==> src/rtl/agc_pwr_est.sv <==
// AGC power estimator: windowed mean of I^2+Q^2 converted to a 0.125 dB log code.
// Optional macro AGC_PWR_EST_PEAK_EN forces a full-scale code for windows that contained a clipped sample.
module agc_pwr_est #(
  parameter int DW    = 10,
  parameter int ACC_W = 2*DW+13
) (
  input  logic                 clk,
  input  logic                 reset_n,
  input  logic                 est_ena,
  input  logic [1:0]           win_sel,
  input  logic signed [DW-1:0] din_i,
  input  logic signed [DW-1:0] din_q,
  input  logic                 din_val,
  output logic [8:0]           pwr_est_dB,
  output logic                 pwr_est_end,
  output logic                 pwr_est_busy
);

  localparam int PW = 2*DW;

  typedef enum logic [1:0] {ACC, NORM, OUT} state_t;

  state_t               state;
  logic signed [PW-1:0] din_i_x, din_q_x, sq_i, sq_q;
  logic [PW-1:0]        p_next, p;
  logic                 p_val;
  logic [ACC_W-1:0]     acc, acc_sum;
  logic [11:0]          cnt, last_cnt;
  logic [1:0]           win_r;
  logic [4:0]           shamt;
  logic                 win_end;
  logic [PW-1:0]        norm_load, norm_s;
  logic [4:0]           norm_e;
  logic [9:0]           code_raw;
  logic [8:0]           code_sat, code_fin;
  logic                 peak_win;

  assign din_i_x = PW'(din_i);
  assign din_q_x = PW'(din_q);
  assign sq_i    = din_i_x * din_i_x;
  assign sq_q    = din_q_x * din_q_x;
  assign p_next  = $unsigned(sq_i) + $unsigned(sq_q);

  // Stage 1: one registered power sample per accepted input.
  always_ff @(posedge clk or negedge reset_n) begin
    if (!reset_n) begin
      p     <= '0;
      p_val <= 1'b0;
    end else if (!est_ena) begin
      p_val <= 1'b0;
    end else begin
      p_val <= din_val;
      if (din_val)
        p <= p_next;
    end
  end

  always_comb begin
    last_cnt = 12'd63;
    case (win_r)
      2'd0:    last_cnt = 12'd63;
      2'd1:    last_cnt = 12'd255;
      2'd2:    last_cnt = 12'd1023;
      default: last_cnt = 12'd4095;
    endcase
  end

  assign acc_sum   = acc + ACC_W'(p);
  assign shamt     = 5'd6 + {2'b00, win_r, 1'b0};
  assign norm_load = PW'(acc_sum >> shamt);
  assign win_end   = p_val && (cnt == last_cnt);

  // Exponent counts down as the normaliser shifts; mantissa is the 3 bits under the leading one.
  assign code_raw = 10'(norm_e) * 10'd24 + 10'(norm_s[PW-2:PW-4]) * 10'd3;
  assign code_sat = (code_raw > 10'd511) ? 9'h1FF : code_raw[8:0];

`ifdef AGC_PWR_EST_PEAK_EN
  localparam logic signed [DW-1:0] SMIN = {1'b1, {(DW-1){1'b0}}};
  localparam logic signed [DW-1:0] SMAX = {1'b0, {(DW-1){1'b1}}};

  logic pk_p, peak_flag;

  // Clip flag travels with its sample through stage 1, then accumulates per window.
  always_ff @(posedge clk or negedge reset_n) begin
    if (!reset_n) begin
      pk_p      <= 1'b0;
      peak_flag <= 1'b0;
      peak_win  <= 1'b0;
    end else if (!est_ena) begin
      pk_p      <= 1'b0;
      peak_flag <= 1'b0;
      peak_win  <= 1'b0;
    end else begin
      pk_p <= din_val && ((din_i == SMIN) || (din_i == SMAX) ||
                          (din_q == SMIN) || (din_q == SMAX));
      if (p_val) begin
        if (win_end) begin
          peak_win  <= peak_flag | pk_p;
          peak_flag <= 1'b0;
        end else begin
          peak_flag <= peak_flag | pk_p;
        end
      end
    end
  end

  assign code_fin = peak_win ? 9'h1FF : ((norm_s == '0) ? 9'd0 : code_sat);
`else
  assign peak_win = 1'b0;
  assign code_fin = (norm_s == '0) ? 9'd0 : code_sat;
`endif

  // Stage 2 accumulator plus the normaliser FSM; the last NORM step also drives the outputs.
  always_ff @(posedge clk or negedge reset_n) begin
    if (!reset_n) begin
      state        <= ACC;
      acc          <= '0;
      cnt          <= '0;
      win_r        <= 2'd0;
      norm_s       <= '0;
      norm_e       <= '0;
      pwr_est_dB   <= '0;
      pwr_est_end  <= 1'b0;
      pwr_est_busy <= 1'b0;
    end else if (!est_ena) begin
      state        <= ACC;
      acc          <= '0;
      cnt          <= '0;
      norm_s       <= '0;
      pwr_est_end  <= 1'b0;
      pwr_est_busy <= 1'b0;
    end else begin
      pwr_est_end <= 1'b0;
      if (cnt == '0)
        win_r <= win_sel;

      case (state)
        NORM: begin
          if (norm_s != '0 && !norm_s[PW-1]) begin
            norm_s <= norm_s << 1;
            norm_e <= norm_e - 5'd1;
          end else begin
            pwr_est_dB   <= code_fin;
            pwr_est_end  <= 1'b1;
            pwr_est_busy <= 1'b0;
            state        <= OUT;
          end
        end
        OUT:     state <= ACC;
        default: state <= ACC;
      endcase

      if (p_val) begin
        if (win_end) begin
          acc          <= '0;
          cnt          <= '0;
          norm_s       <= norm_load;
          norm_e       <= 5'(PW-1);
          state        <= NORM;
          pwr_est_busy <= 1'b1;
        end else begin
          acc <= acc_sum;
          cnt <= cnt + 12'd1;
        end
      end
    end
  end

endmodule
==> config.mk <==
export PLATFORM = sky130hd
export DESIGN_NAME = agc_pwr_est
export DESIGN_NICKNAME = d
export VERILOG_FILES = /design/src/rtl/agc_pwr_est.sv
export SDC_FILE = /design/constraint.sdc
export NUM_CORES = 1
export LEC_CHECK = 0
export BUFFER_PORTS_ARGS = -buffer_cell sky130_fd_sc_hd__buf_4
export CAP_MARGIN = 20
export CORE_MARGIN = 8
export CORE_UTILIZATION = 55
export DETAILED_ROUTE_END_ITERATION = 10
export PLACE_DENSITY = 0.78
export SYNTH_ARGS = -nofsm -noshare
export SYNTH_HDL_FRONTEND = slang
export SYNTH_SLANG_ARGS = --single-unit
==> constraint.sdc <==
create_clock -name clk -period 7.47 [get_ports clk]
set_clock_uncertainty 0.15 [all_clocks]
set_input_delay 0.3735 -clock clk [delete_from_list [all_inputs] [get_ports clk]]
set_output_delay 0.3735 -clock clk [all_outputs]
set_load 0.1 [all_outputs]
==> results of run 1 <==
[area by class of cell]
type,instances,area (um^2)
multi-input cells,1086,10200
clock buffers,9,225
inverters,297,1110
repair buffers,44,333
well taps,330,413
clock inverters,6,53.8
fillers,2094,10300
flip-flops and latches,105,2630
[flip-flops by register name, summed over array words and instances (netlist names), 2 cells and up]
| name | cells |
|---|---|
| cnt | 12 |
| norm_e | 5 |
| win_r | 2 |
| p | 20 |
| pwr_est_dB | 9 |
| norm_s | 20 |
| state | 2 |
| acc | 32 |
[worst max-delay path: cells and delay by family]
family,cells,cell delay [ns]
xor gates and xnor gates,1,0.13
buffers and inverters,6,0.79
and+or+nand+nor,1,0.21
AOI/OAI and AO/OA,6,1.29
adders and majority gates,8,3.63
[synth_stat cells, drive strengths merged (3+ instances only)]
master / count / share of area
a211o: 6 / 0.0037
a211oi: 13 / 0.0073
a21boi: 3 / 0.0016
a21o: 22 / 0.012
a21oi: 50 / 0.019
a221o: 5 / 0.0035
a22o: 11 / 0.0068
a311oi: 4 / 0.0037
a31oi: 11 / 0.0049
and2: 48 / 0.021
and3: 10 / 0.0044
and4: 3 / 0.0020
buf: 10 / 0.0037
clkbuf: 46 / 0.012
dfrtp: 105 / 0.19
fa: 198 / 0.28
ha: 110 / 0.097
inv: 295 / 0.078
mux2: 11 / 0.0090
mux2i: 18 / 0.013
nand2: 173 / 0.046
nand2b: 8 / 0.0035
nand3: 25 / 0.0092
nand4: 8 / 0.0046
nor2: 68 / 0.018
nor2b: 23 / 0.010
nor3: 10 / 0.0035
nor3b: 3 / 0.0016
nor4: 8 / 0.0046
o211ai: 6 / 0.0032
o21ai: 74 / 0.026
o21bai: 5 / 0.0027
o221ai: 7 / 0.0043
o22ai: 5 / 0.0022
o31ai: 23 / 0.013
or2: 4 / 0.0018
or3: 7 / 0.0031
or4: 4 / 0.0021
xnor2: 50 / 0.031
xor2: 25 / 0.016
[how the worst max path moves through the flow]
stage | slack, ns | startpoint | to
2_1_floorplan | 1.01 | din_q[1] | p[19]$_DFFE_PN0P_
3_3_place_gp | 0.84 | din_q[9] | p[19]$_DFFE_PN0P_
3_5_place_dp | 0.72 | din_q[9] | p[19]$_DFFE_PN0P_
4_1_cts | 1.08 | din_q[9] | p[19]$_DFFE_PN0P_
5_1_grt | 0.79 | din_q[9] | p[19]$_DFFE_PN0P_
6_report | 1.11 | din_q[9] | p[19]$_DFFE_PN0P_
[layer usage]
metal | global-route usage | vias to the layer above
li1 | - | 4967
met1 | 0.246 | 5162
met2 | 0.360 | 213
met3 | 0.0250 | 35
met4 | 0.0509 | 0
met5 | 0 | -
[through the flow]
step                      setup slack [ns]  cells
after floorplan                       1.01   1544
after global placement               0.842   1861
after detailed placement             0.717   1861
after CTS                             1.08   1877
after global routing                 0.795   1877
final                                 1.11   1877
[kinds of logic (layout without fill, tap and decap cells)]
| family | count (synthesis) | count (layout) | share of synthesized area |
|---|---|---|---|
| and+or+nand+nor | 405 | 405 | 0.138 |
| xor gates and xnor gates | 75 | 75 | 0.0465 |
| muxes | 31 | 31 | 0.0250 |
| AOI/OAI and AO/OA | 267 | 267 | 0.131 |
| DFF | 105 | 105 | 0.186 |
| adders and majority gates | 308 | 308 | 0.378 |
| buffers and inverters | 353 | 356 | 0.0949 |
==> flow_summary.toml, run 1 <==
[logic_synthesis]
syn_area_um2 = 14100
seq_area_frac_synth = 0.186
ys_seq_elements = 105
yosysWarnings = 0
syn_nets = 1878
synth_cell_type_count = 80
synth_area_per_cell_um2 = 9.15
synth_cells = 1544
synth-edff-count = 0
synth_ff_type = "dfrtp_1"
async_flop_share = 1.00

[drt]
ant_nets = 0
first_iter_violations = 761
wl_per_cell_um = 15.8
topRoutingLayerUsed = "met4"
wl_met1_mm = 12.9
drc = 0
vias_per_cell = 5.53
finalWirelength_mm = 29.7
num_vias = 10400
wl_met2_mm = 15.3
wl_met3_mm = 1.09
first_pass_iters = 5

[timing]
setup_viol = 0
slew_headroom = 0.299
fin_crit_ns = 6.36
post-route-period-util = 0.851
rsz0062_at_grt = "false"
fmax_mhz = 157
finalHoldViolCount = 0
tightestPinTransition_ns = 1.05
setup_tns_ns = 0
fin_hold_ws_ns = 0.0972
slew_violations = 0

[global_route]
antenna_found_initial = 0
grt-ovfl-total = 0
grt_pass1_vias = 11100
grt_pass1_wl_mm = 51.5
grt_max_degree = 63
grt_util_all_layers = 0.198

[setup_path]
r2r_setup_slack_ns = 3.92
startpoint_type = "input pin"
r2r-end = "norm_s[8]$_DFF_PN0_"
slowest_stage = "fa_1"
path_class = "in2reg"
worstReg2RegStart = "p[0]$_DFFE_PN0P_"
rr_worst_depth = 10
cp.arrival_ns = 6.44
end_kind = "flop"
critPathMaxFanout = 18
critPathRequiredTime_ns = 7.55
cpPeakStageDelay_ns = 0.57
crit_path_frequent_cell = "fa_1"
crit_chain = "buf_4, nand2_1, inv_1, fa_1, inv_1, fa_1, inv_1, fa_1, fa_1, fa_1, fa_1, inv_1, fa_1, inv_1, ha_1, a21oi_1, o31ai_1, o41a_1, a211o_1, a21oi_1, xnor2_1, o21ai_1"

[cells_and_area]
layout.nets = 1877
fin_util = 0.593
stdcell_area_um2 = 14900
diodes = 0
syn_to_final_growth_pct = 5.68
final_cell_mix = "inv_1 (294), fa_1 (198), nand2_1 (173)"
layout_commonest_cell = "inv_1"
drive_gt1_frac = 0.0601

[placed_design]
port_buffers = 36
place_area_um2 = 14600
dp_hpwl_mm = 24.7
routabilityCongestion = 0.877

[hold_path]
min_path_cells = 2
hp-class = "in2reg"
hold_end = "win_r[1]$_DFFE_PN0P_"
hold_start = "win_sel[1]"

[run]
max_cap_violations = 0

[floorplanning]
fp.dieH_um = 176
num_rows = 58
start_util = 0.561
die_w_um = 176
die-area_um2 = 31100
core_um2 = 25200
ioPinCount = 37

[clock_tree]
ctsHoldBuffers = 1
insertion_delay_ns = 0.36
cts_htree_levels = 3
clkTransAtPathRegs_ns = 0.08
numCtsBuffers = 9
cts_root_buf = "clkbuf_16"
cts_buffer_depth = 2
clock_sinks = 105
post-cts-setup-buffer-count = 0
cts_tree = "done"
postCtsResizedCells = 0

[run_status]
status = "complete, no violations"
Power of run 1 is not shown: default switching activity piles up to over one toggle a cycle in this logic, so the estimate is an artifact.
==> inputs of run 2 (changes only) <==
==> constraint.sdc (replaced) <==
create_clock -name clk -period 7.47 [get_ports clk]
set_clock_uncertainty 0.15 [all_clocks]
set_input_delay 1.1205 -clock clk [delete_from_list [all_inputs] [get_ports clk]]
set_output_delay 1.1205 -clock clk [all_outputs]
set_load 0.1 [all_outputs]
==> run 2 against run 1 <==
  * Cell area grew 0.41%
  * Count of clock-buffer cells in the layout is the same
  * Die area is the same
  * Core utilization grew 0.24 points
  * First-iteration DRC count shrank 9.9%
  * Routed wire length grew 1.2%
  * Via count grew 0.89%
  * Maximum frequency shrank 9.3%
  * Worst hold slack gained 0.23 ns
==> flow_summary.toml, run 2 (synthesized netlist as in run 1, its figures left out) <==
[cells_and_area]
nFillCells = 2108
largest-register = "acc"
drive_gt1_frac = 0.0626
seq_area_um2 = 2630
multi_input_area_um2 = 10200
layout.nets = 1879
final_cell_mix = "inv_1 (294), fa_1 (198), nand2_1 (173)"
largest_reg_flops = 32
largestRegisters = "acc: 32 flops, norm_s: 20 flops, p: 20 flops"
layout_commonest_cell = "inv_1"
syn_to_final_growth_pct = 6.11
diodes = 0

[clock_tree]
clkTransAtPathRegs_ns = 0.07
cts_root_buf = "clkbuf_16"
cts_htree_levels = 3
ctsHoldBuffers = 0
cts_tree = "done"
insertion_delay_ns = 0.35
clock_sinks = 105
postCtsResizedCells = 0
cts_buffer_depth = 2
post-cts-setup-buffer-count = 0
numCtsBuffers = 9

[drt]
vias_per_cell = 5.57
first_iter_violations = 686
drc = 0
first_pass_iters = 5
finalWirelength_mm = 30.1
ant_nets = 0
wl_per_cell_um = 16.0
num_vias = 10500

[floorplanning]
start_util = 0.561
core_um2 = 25200
die-area_um2 = 31100
fp.dieH_um = 176
ioPinCount = 37
num_rows = 58
die_w_um = 176

[timing]
fmax_mhz = 143
finalHoldViolCount = 0
post-route-period-util = 0.938
fin_crit_ns = 7.01
slew_headroom = 0.260
setup_viol = 0
fin_hold_ws_ns = 0.330
setup_tns_ns = 0
rsz0062_at_grt = "false"
slew_violations = 0
tightestPinTransition_ns = 1.08

[setup_path]
r2r-end = "norm_s[2]$_DFF_PN0_"
r2r_setup_slack_ns = 3.58
startpoint_type = "input pin"
critPathRequiredTime_ns = 7.55
crit_path_end = "p[19]$_DFFE_PN0P_"
cp.arrival_ns = 7.08
end_kind = "flop"
rr_worst_depth = 10
critPathMaxFanout = 9
startpoint = "din_i[4]"
worstReg2RegStart = "p[0]$_DFFE_PN0P_"
path_class = "in2reg"

[global_route]
grt_max_degree = 58
grt-ovfl-total = 0
grt_pass1_vias = 11200
antenna_found_initial = 0
grt_pass1_wl_mm = 52.3
grt_util_all_layers = 0.202

[run_status]
status = "complete, no violations"

[hold_path]
hp-class = "reg2reg"
min_path_cells = 2

[placed_design]
routabilityCongestion = 0.882
dp_hpwl_mm = 25.0
port_buffers = 36

[run]
max_cap_violations = 0
## run 2: cell types whose count changed in the layout (fill, tap and decap cells not counted)
cell / delta
clkinv_4: -3
clkinvlp_4: +2
bufinv_16: +2
buf_4: +3
dlygate4sd3_1: -1
## run 2: how the worst min path moves through the flow
stage / start / to
4_1_cts: pwr_est_dB[3]$_DFFE_PN0P_ / pwr_est_dB[3]$_DFFE_PN0P_
3_3_place_gp: pwr_est_dB[4]$_DFFE_PN0P_ / pwr_est_dB[4]$_DFFE_PN0P_
2_1_floorplan: p[14]$_DFFE_PN0P_ / p[14]$_DFFE_PN0P_
6_report: pwr_est_dB[3]$_DFFE_PN0P_ / pwr_est_dB[3]$_DFFE_PN0P_
5_1_grt: pwr_est_dB[6]$_DFFE_PN0P_ / pwr_est_dB[6]$_DFFE_PN0P_
3_5_place_dp: pwr_est_dB[3]$_DFFE_PN0P_ / pwr_est_dB[3]$_DFFE_PN0P_
## run 2: critical path, cell delays in order
cell and delay (ns):
buf_4 0.14, inv_1 0.14, nor2_1 0.08, fa_1 0.59, inv_1 0.08, fa_1 0.53
inv_1 0.05, fa_1 0.51, fa_1 0.58, fa_1 0.43, fa_1 0.49, inv_1 0.05
fa_1 0.47, inv_1 0.04, ha_1 0.23, nor3_1 0.18, o211a_1 0.22, o31ai_1 0.12
o41a_1 0.39, a211o_1 0.28, a21oi_1 0.18, xnor2_1 0.14, o21ai_1 0.07
## run 2: per-layer routing
metal | wire length [um] | vias up | track usage
li1 | - | 4985 | -
met4 | 553 | 0 | 0.0502
met1 | 13100 | 5203 | 0.254
met5 | 0 | - | 0
met2 | 15400 | 236 | 0.367
met3 | 1060 | 45 | 0.0197
## run 2: area by class of cell
class / count / area share
clock buffer: 9 / 0.0150
clock inverter: 7 / 0.00685
inverter: 297 / 0.0744
multi-input combinational: 1086 / 0.678
sequential: 105 / 0.175
tap: 330 / 0.0276
timing repair buffer: 46 / 0.0230
## run 2: per-stage QoR
step / std cells / setup WS (ns) / area (um^2) / utilization
floorplan: 1544 / 0.263 / 14100 / -
global placement: 1864 / 0.190 / 14700 / 0.582
detailed placement: 1864 / 0.0795 / 14700 / 0.582
CTS: 1880 / 0.444 / 15000 / 0.595
global route: 1880 / 0.154 / 15000 / 0.595
finish: 1880 / 0.463 / 15000 / 0.595
Power of run 2 is left out for the same reason.
